===== src/rtl/riscv_pkg.sv =====
// Datapath-wide widths and ALU opcode encodings shared by the fetch stage and ALU blocks.
// The read_val helper gives the operand value as seen through the same-cycle write-back bypass.
package riscv_pkg;
  localparam int DATA_W = 32;
  localparam int ADDR_W = 5;
  localparam int OP_W   = 4;
  localparam int NREGS  = 2 ** ADDR_W;

  typedef enum logic [OP_W-1:0] {
    ALU_ADD = 4'h0,
    ALU_SUB = 4'h1,
    ALU_AND = 4'h2,
    ALU_XOR = 4'h3,
    ALU_OR  = 4'h4,
    ALU_SLL = 4'h5,
    ALU_SRL = 4'h6,
    ALU_SRA = 4'h7
  } alu_op_e;

  typedef enum logic {
    ST_EMPTY = 1'b0,
    ST_FULL  = 1'b1
  } fetch_state_e;

  function automatic logic [DATA_W-1:0] read_val(
    input logic [ADDR_W-1:0] addr,
    input logic [DATA_W-1:0] rf_val,
    input logic              wb_en,
    input logic [ADDR_W-1:0] wb_addr,
    input logic [DATA_W-1:0] wb_data
  );
    if (addr == '0)
      return '0;
    else if (wb_en && (wb_addr == addr))
      return wb_data;
    else
      return rf_val;
  endfunction
endpackage


===== src/rtl/opfetch32_if.sv =====
// Issue handshake, write-back port and ALU-side operand handshake of the operand-fetch stage.
// The slave modport is the stage itself; master is whatever drives it (issue/ALU/bench).
interface opfetch32_if;
  import riscv_pkg::*;

  logic              in_valid;
  logic              in_ready;
  logic [ADDR_W-1:0] in_rs1;
  logic [ADDR_W-1:0] in_rs2;
  logic [ADDR_W-1:0] in_rd;
  logic [OP_W-1:0]   in_op;
  logic              flush;
  logic              wb_en;
  logic [ADDR_W-1:0] wb_addr;
  logic [DATA_W-1:0] wb_data;
  logic              out_valid;
  logic              out_ready;
  logic [DATA_W-1:0] a;
  logic [DATA_W-1:0] b;
  logic [OP_W-1:0]   op_out;
  logic [ADDR_W-1:0] rd_out;

  modport slave (
    input  in_valid, in_rs1, in_rs2, in_rd, in_op, flush,
    input  wb_en, wb_addr, wb_data, out_ready,
    output in_ready, out_valid, a, b, op_out, rd_out
  );

  modport master (
    output in_valid, in_rs1, in_rs2, in_rd, in_op, flush,
    output wb_en, wb_addr, wb_data, out_ready,
    input  in_ready, out_valid, a, b, op_out, rd_out
  );
endinterface


===== src/rtl/regfile32.sv =====
// 2-read / 1-write register file, combinational reads, r0 hard-wired to zero.
// Async active-low reset clears every entry.
module regfile32
  import riscv_pkg::*;
(
  input  logic              clk,
  input  logic              rst_n,
  input  logic              we_i,
  input  logic [ADDR_W-1:0] waddr_i,
  input  logic [DATA_W-1:0] wdata_i,
  input  logic [ADDR_W-1:0] raddr1_i,
  input  logic [ADDR_W-1:0] raddr2_i,
  output logic [DATA_W-1:0] rdata1_o,
  output logic [DATA_W-1:0] rdata2_o
);
  logic [DATA_W-1:0] mem_q [NREGS];

  always_ff @(posedge clk or negedge rst_n) begin
    if (!rst_n) begin
      for (int i = 0; i < NREGS; i++) mem_q[i] <= '0;
    end else if (we_i && (waddr_i != '0)) begin
      mem_q[waddr_i] <= wdata_i;
    end
  end

  assign rdata1_o = (raddr1_i == '0) ? '0 : mem_q[raddr1_i];
  assign rdata2_o = (raddr2_i == '0) ? '0 : mem_q[raddr2_i];
endmodule


===== src/rtl/opfetch32.sv =====
// Operand-fetch stage: state | meaning -- EMPTY | nothing presented to ALU; FULL | a/b/op/rd valid.
// A stalled entry is refreshed by matching write-backs so it never goes stale while held.
module opfetch32
  import riscv_pkg::*;
(
  input logic         clk,
  input logic         rst_n,
  opfetch32_if.slave  bus
);
  fetch_state_e      state_q, state_d;
  logic [DATA_W-1:0] a_q, a_d, b_q, b_d;
  logic [OP_W-1:0]   op_q, op_d;
  logic [ADDR_W-1:0] rd_q, rd_d, rs1_q, rs1_d, rs2_q, rs2_d;
  logic [DATA_W-1:0] rf_rd1, rf_rd2;
  logic              in_ready, accept, wb_live;

  regfile32 u_rf (
    .clk      (clk),
    .rst_n    (rst_n),
    .we_i     (bus.wb_en),
    .waddr_i  (bus.wb_addr),
    .wdata_i  (bus.wb_data),
    .raddr1_i (bus.in_rs1),
    .raddr2_i (bus.in_rs2),
    .rdata1_o (rf_rd1),
    .rdata2_o (rf_rd2)
  );

  assign in_ready = (state_q == ST_EMPTY) || bus.out_ready;
  assign accept   = bus.in_valid && in_ready;
  assign wb_live  = bus.wb_en && (bus.wb_addr != '0);

  always_comb begin
    state_d = state_q;
    a_d     = a_q;
    b_d     = b_q;
    op_d    = op_q;
    rd_d    = rd_q;
    rs1_d   = rs1_q;
    rs2_d   = rs2_q;
    if (bus.flush) begin
      state_d = ST_EMPTY;
    end else if (accept) begin
      state_d = ST_FULL;
      a_d     = read_val(bus.in_rs1, rf_rd1, bus.wb_en, bus.wb_addr, bus.wb_data);
      b_d     = read_val(bus.in_rs2, rf_rd2, bus.wb_en, bus.wb_addr, bus.wb_data);
      op_d    = bus.in_op;
      rd_d    = bus.in_rd;
      rs1_d   = bus.in_rs1;
      rs2_d   = bus.in_rs2;
    end else if ((state_q == ST_FULL) && bus.out_ready) begin
      state_d = ST_EMPTY;
    end else if (state_q == ST_FULL) begin
      // stalled: keep held operands coherent with later write-backs
      if (wb_live && (bus.wb_addr == rs1_q)) a_d = bus.wb_data;
      if (wb_live && (bus.wb_addr == rs2_q)) b_d = bus.wb_data;
    end
  end

  always_ff @(posedge clk or negedge rst_n) begin
    if (!rst_n) begin
      state_q <= ST_EMPTY;
      a_q     <= '0;
      b_q     <= '0;
      op_q    <= '0;
      rd_q    <= '0;
      rs1_q   <= '0;
      rs2_q   <= '0;
    end else begin
      state_q <= state_d;
      a_q     <= a_d;
      b_q     <= b_d;
      op_q    <= op_d;
      rd_q    <= rd_d;
      rs1_q   <= rs1_d;
      rs2_q   <= rs2_d;
    end
  end

  assign bus.in_ready  = in_ready;
  assign bus.out_valid = (state_q == ST_FULL);
  assign bus.a         = a_q;
  assign bus.b         = b_q;
  assign bus.op_out    = op_q;
  assign bus.rd_out    = rd_q;
endmodule


===== src/flat_wrapper.sv =====
// flat-port wrapper written by rule: the top's interface ports become plain ports
module opfetch32_flat import riscv_pkg::*;
  (clk, rst_n, bus_in_valid, bus_in_rs1, bus_in_rs2, bus_in_rd, bus_in_op, bus_flush, bus_wb_en, bus_wb_addr, bus_wb_data, bus_out_ready, bus_in_ready, bus_out_valid, bus_a, bus_b, bus_op_out, bus_rd_out);
  opfetch32_if bus_i ();
  input logic clk;
  input logic rst_n;
  input wire logic [$bits(bus_i.in_valid)-1:0] bus_in_valid;
  input wire logic [$bits(bus_i.in_rs1)-1:0] bus_in_rs1;
  input wire logic [$bits(bus_i.in_rs2)-1:0] bus_in_rs2;
  input wire logic [$bits(bus_i.in_rd)-1:0] bus_in_rd;
  input wire logic [$bits(bus_i.in_op)-1:0] bus_in_op;
  input wire logic [$bits(bus_i.flush)-1:0] bus_flush;
  input wire logic [$bits(bus_i.wb_en)-1:0] bus_wb_en;
  input wire logic [$bits(bus_i.wb_addr)-1:0] bus_wb_addr;
  input wire logic [$bits(bus_i.wb_data)-1:0] bus_wb_data;
  input wire logic [$bits(bus_i.out_ready)-1:0] bus_out_ready;
  output wire logic [$bits(bus_i.in_ready)-1:0] bus_in_ready;
  output wire logic [$bits(bus_i.out_valid)-1:0] bus_out_valid;
  output wire logic [$bits(bus_i.a)-1:0] bus_a;
  output wire logic [$bits(bus_i.b)-1:0] bus_b;
  output wire logic [$bits(bus_i.op_out)-1:0] bus_op_out;
  output wire logic [$bits(bus_i.rd_out)-1:0] bus_rd_out;
  assign bus_i.in_valid = bus_in_valid;
  assign bus_i.in_rs1 = bus_in_rs1;
  assign bus_i.in_rs2 = bus_in_rs2;
  assign bus_i.in_rd = bus_in_rd;
  assign bus_i.in_op = bus_in_op;
  assign bus_i.flush = bus_flush;
  assign bus_i.wb_en = bus_wb_en;
  assign bus_i.wb_addr = bus_wb_addr;
  assign bus_i.wb_data = bus_wb_data;
  assign bus_i.out_ready = bus_out_ready;
  assign bus_in_ready = bus_i.in_ready;
  assign bus_out_valid = bus_i.out_valid;
  assign bus_a = bus_i.a;
  assign bus_b = bus_i.b;
  assign bus_op_out = bus_i.op_out;
  assign bus_rd_out = bus_i.rd_out;
  opfetch32 u_core (.clk(clk), .rst_n(rst_n), .bus(bus_i));
endmodule

===== config.mk =====
export PLATFORM = sky130hd
export DESIGN_NAME = opfetch32_flat
export DESIGN_NICKNAME = d
export VERILOG_FILES = /design/src/rtl/riscv_pkg.sv /design/src/rtl/opfetch32_if.sv /design/src/rtl/regfile32.sv /design/src/rtl/opfetch32.sv /design/src/flat_wrapper.sv
export SDC_FILE = /design/constraint.sdc
export NUM_CORES = 2
export LEC_CHECK = 0
export CORE_ASPECT_RATIO = 1.5
export CORE_MARGIN = 8
export CORE_UTILIZATION = 45
export CTS_BUF_LIST = sky130_fd_sc_hd__clkbuf_8 sky130_fd_sc_hd__clkbuf_16
export CTS_CLUSTER_DIAMETER = 60
export CTS_CLUSTER_SIZE = 28
export DETAILED_ROUTE_END_ITERATION = 10
export GPL_TIMING_DRIVEN = 0
export PLACE_DENSITY_LB_ADDON = 0.3
export RECOVER_POWER = 25
export SETUP_SLACK_MARGIN = 0.1
export SLEW_MARGIN = 20
export SYNTH_ARGS = -nofsm -noshare
export SYNTH_HDL_FRONTEND = slang
export SYNTH_SLANG_ARGS = --single-unit

===== constraint.sdc =====
create_clock -name clk -period 3.7 [get_ports clk]
set_input_delay 0.74 -clock clk [delete_from_list [all_inputs] [get_ports clk]]
set_output_delay 0.74 -clock clk [all_outputs]
set_load 0.005 [all_outputs]

==> run_results.csv <==
group,metric,value,unit
synth,netlist_instances,3984,
synth,syn_nets,4046,
clocking,root_buffer,"clkbuf_16",
run_status,status,"complete, but fails checks",
worst_setup_path,cp_max_fo,10,
synth,ys_types,43,
floorplan,die_x,311,um
global_routing,grt_usage,30.3,%
worst_setup_path,rr_endpoint,"u_core.bus.b[14]",
layout,syn2layout_area_growth,10.8,%
synth,yosys_warnings,0,
placed_design,dpl_cell_area,62500,um2
floorplan,io_pins,137,
sta,fin_setup_tns,-0.0208,ns
clocking,h-tree-depth,3,
layout,drive_gt1_share,42.4,%
placed_design,place_ws,-0.965,ns
clocking,clock_latency,0.71,ns
synth,synth_area,58800,um2
sta,slew_viol_final,462,
floorplan,dieArea,143000,um2
sta,hold_viol,0,
routing,routedWlPerCell,36.6,um
worst_setup_path,worstPathArrival,4.27,ns
sta,fmax,269,MHz
routing,drt_iter0_drc,3870,
worst_hold_path,min_to,"u_core.u_rf.mem_q[997]",
sta,finalClockSkew,0.0262,ns
clocking,post-cts-setup-buffer-count,0,
run_status,violations,"capacitance limit, slew limit, setup timing",
worst_setup_path,crit_path_end_kind,"flop",
sta,grt_setup_unrepaired,"false",
worst_setup_path,reg2reg_slack,0.72,ns
routing,vias,39200,
clocking,cts_tree,"done",
sta,fin_ws,-0.0208,ns
synth,yosysSeqAreaShare,47.2,%
power_and_ir_drop,max-vdd-ir-drop,0.359,mV
layout,design_area,65100,um2
floorplan,die_h,459,um
worst_hold_path,hp-start,"u_core.u_rf.mem_q[997]",
power_and_ir_drop,cellLeakagePower,28.1,nW
sta,relSlewSlack,-36.8,%
layout,fillCellCount,11000,
worst_setup_path,critical_path_class,"input pin to flop",
placed_design,portBuffers,129,
clocking,clockBufferDepth,3,
clocking,clkTransAtPathRegs,0.09,ns
worst_setup_path,r2r_cells,8,
flow_run,drv_cap,4,
clocking,cts_buffers,74,
worst_hold_path,min_path_cells,1,
worst_setup_path,required,4.25,ns
layout,post-route-util,50.1,%
power_and_ir_drop,p_per_area,527,nW/um2
global_routing,grt_overflow_total,0,
routing,viasPerCell,6.55,
layout,layout.nets,4261,
floorplan,core,130000,um2
routing,drcViolationCount,0,
routing,drt_wl_total,219000,um
synth,syn_avg_cell_area,14.8,um2
sta,worst_slew_pin_slew,2.05,ns
worst_setup_path,reg2reg_from,"u_core.bus.out_valid",
global_routing,grt_pass1_vias,40800,
routing,ant_nets,0,
floorplan,fp-row-count,162,
floorplan,start_util,45.3,%
sta,post-route-period-util,101,%
global_routing,antenna_found_initial,10,
placed_design,gp_congestion,0.968,
global_routing,grt_pass1_wl,308000,um
synth,synth-seq-cells,1108,
worst_setup_path,start_kind,"input pin",
routing,first_pass_iters,5,
sta,setup_violations,1,
global_routing,grt_max_degree,147,
sta,period_needed,3.72,ns
clocking,cts_sinks,1108,
worst_hold_path,hp-class,"flop to flop",
placed_design,dp_hpwl,165000,um
per-layer routing:
metal  GRT usage (%)  vias to the layer above  share of wire (%)
li1                -                    15700                  -
met5               0                        -              0.016
met2            48.0                     1752                 47
met1            35.3                    21200                 36
met3            4.04                      553                5.6
met4            28.9                        6                 12
cells in the mapped netlist, drive strengths merged:
cell / n / area share [%]
dfrtp: 1108 / 47
mux2: 1031 / 20
mux4: 460 / 18
mux2i: 342 / 5.8
buf: 232 / 2.1
clkbuf: 218 / 1.4
o21ai: 107 / 0.91
o221ai: 96 / 1.4
nand2: 80 / 0.51
nor2: 75 / 0.48
a22oi: 64 / 0.82
and3: 33 / 0.35
o32ai: 32 / 0.48
o22ai: 20 / 0.21
nand3: 16 / 0.14
xnor2: 13 / 0.19
a21oi: 10 / 0.085
xor2: 7 / 0.10
nor3: 5 / 0.043
inv: 4 / 0.026
nand2b: 4 / 0.043
or2: 4 / 0.043
nand3b: 3 / 0.038
nor2b: 3 / 0.032
nor3b: 3 / 0.038
a31o: 2 / 0.030
and2: 2 / 0.021
o41a: 2 / 0.038
a21bo: 1 / 0.017
and3b: 1 / 0.015
clkinv: 1 / 0.0064
nand4: 1 / 0.011
nor4: 1 / 0.011
o21bai: 1 / 0.013
or3b: 1 / 0.015
or4: 1 / 0.013
where the power goes:
group / total, mW / switching [mW] / internal (mW) / leakage (nW)
clock network: 9.40 / 5.01 / 4.38 / 1.27
logic: 8.59 / 4.05 / 4.54 / 12.7
registers: 16.3 / 1.87 / 14.4 / 14.1
how the worst max path moves through the flow:
stage	from	slack, ns	end
after floorplan	bus_in_rs2[1]	1.23	u_core.bus.b[13]
after global placement	rst_n	-49.16	u_core.u_rf.mem_q[1013]
after detailed placement	bus_in_rs2[2]	-0.96	u_core.bus.b[5]
after CTS	bus_in_rs1[0]	0.13	u_core.bus.a[24]
after global routing	rst_n	0.07	u_core.u_rf.mem_q[1013]
final	bus_in_rs2[2]	-0.02	u_core.bus.b[8]
sequential cells by signal (all words and copies together) (netlist names):
| register | flops |
|---|---|
| u_core.bus.out_valid | 1 |
| u_core.bus.op_out | 4 |
| u_core.bus.b | 32 |
| u_core.rs2_q | 5 |
| u_core.bus.rd_out | 5 |
| u_core.u_rf.mem_q | 1024 |
| u_core.bus.a | 32 |
| u_core.rs1_q | 5 |
critical path, cell delays in order:
cell and delay [ns]:
clkdlybuf4s50_1 0.64, buf_2 0.44, buf_4 0.43, buf_2 0.45, mux4_2 0.37, mux2i_1 0.62, mux2i_1 0.16, o32ai_1 0.21
o221ai_1 0.18
placed cells by master (no fill, tap or decap), types with 77 or more instances in the layout:
cell type / count
o221ai_1: 96
nand2_1: 80
buf_2: 124
mux2_2: 1008
clkbuf_1: 215
mux2i_1: 335
clkbuf_16: 77
mux4_2: 460
dfrtp_1: 1108
o21ai_0: 105
clkdlybuf4s50_1: 128
kinds of logic (layout without fill, tap and decap cells):
kind of cell | count (synthesis) | after routing | share of synthesized area, %
multiplexers | 1833 | 1833 | 43.2
flip-flops | 1108 | 1108 | 47.2
buffers and inverters | 455 | 728 | 3.53
AO/OA/AOI/OAI | 335 | 335 | 4.03
AND/OR/NAND/NOR | 233 | 233 | 1.80
XOR/XNOR | 20 | 20 | 0.298
other | 0 | 6 | 0
final cells by class:
cell class | count | area, um2 | area share [%]
diodes | 6 | 15.0 | 0.0230
clock inverters | 52 | 634 | 0.974
clock buffers | 82 | 2000 | 3.06
flip-flops and latches | 1108 | 27700 | 42.6
inverters | 5 | 18.8 | 0.0288
plain buffers | 450 | 2080 | 3.19
multi-input cells | 2421 | 29000 | 44.6
repair buffers | 139 | 1480 | 2.28
well taps | 1722 | 2150 | 3.31
metrics by stage:
step,hold WS (ns),instances,power [mW]
after floorplan,0.441,3984,21.2
after global routing,0.507,5982,35.4
after global placement,0.452,5835,24.7
final,0.479,5985,34.3
after CTS,0.489,5979,34.3
after detailed placement,0.466,5844,25.0
repair_timing:
action / 4_1_cts / 5_1_grt
hold buffers: 1 / 0
endpoints found under the setup margin: 30 / 13
endpoints found under the hold margin: 65 / 0
gates resized for setup: 3 / 10
(Power assumes the default switching activity.)
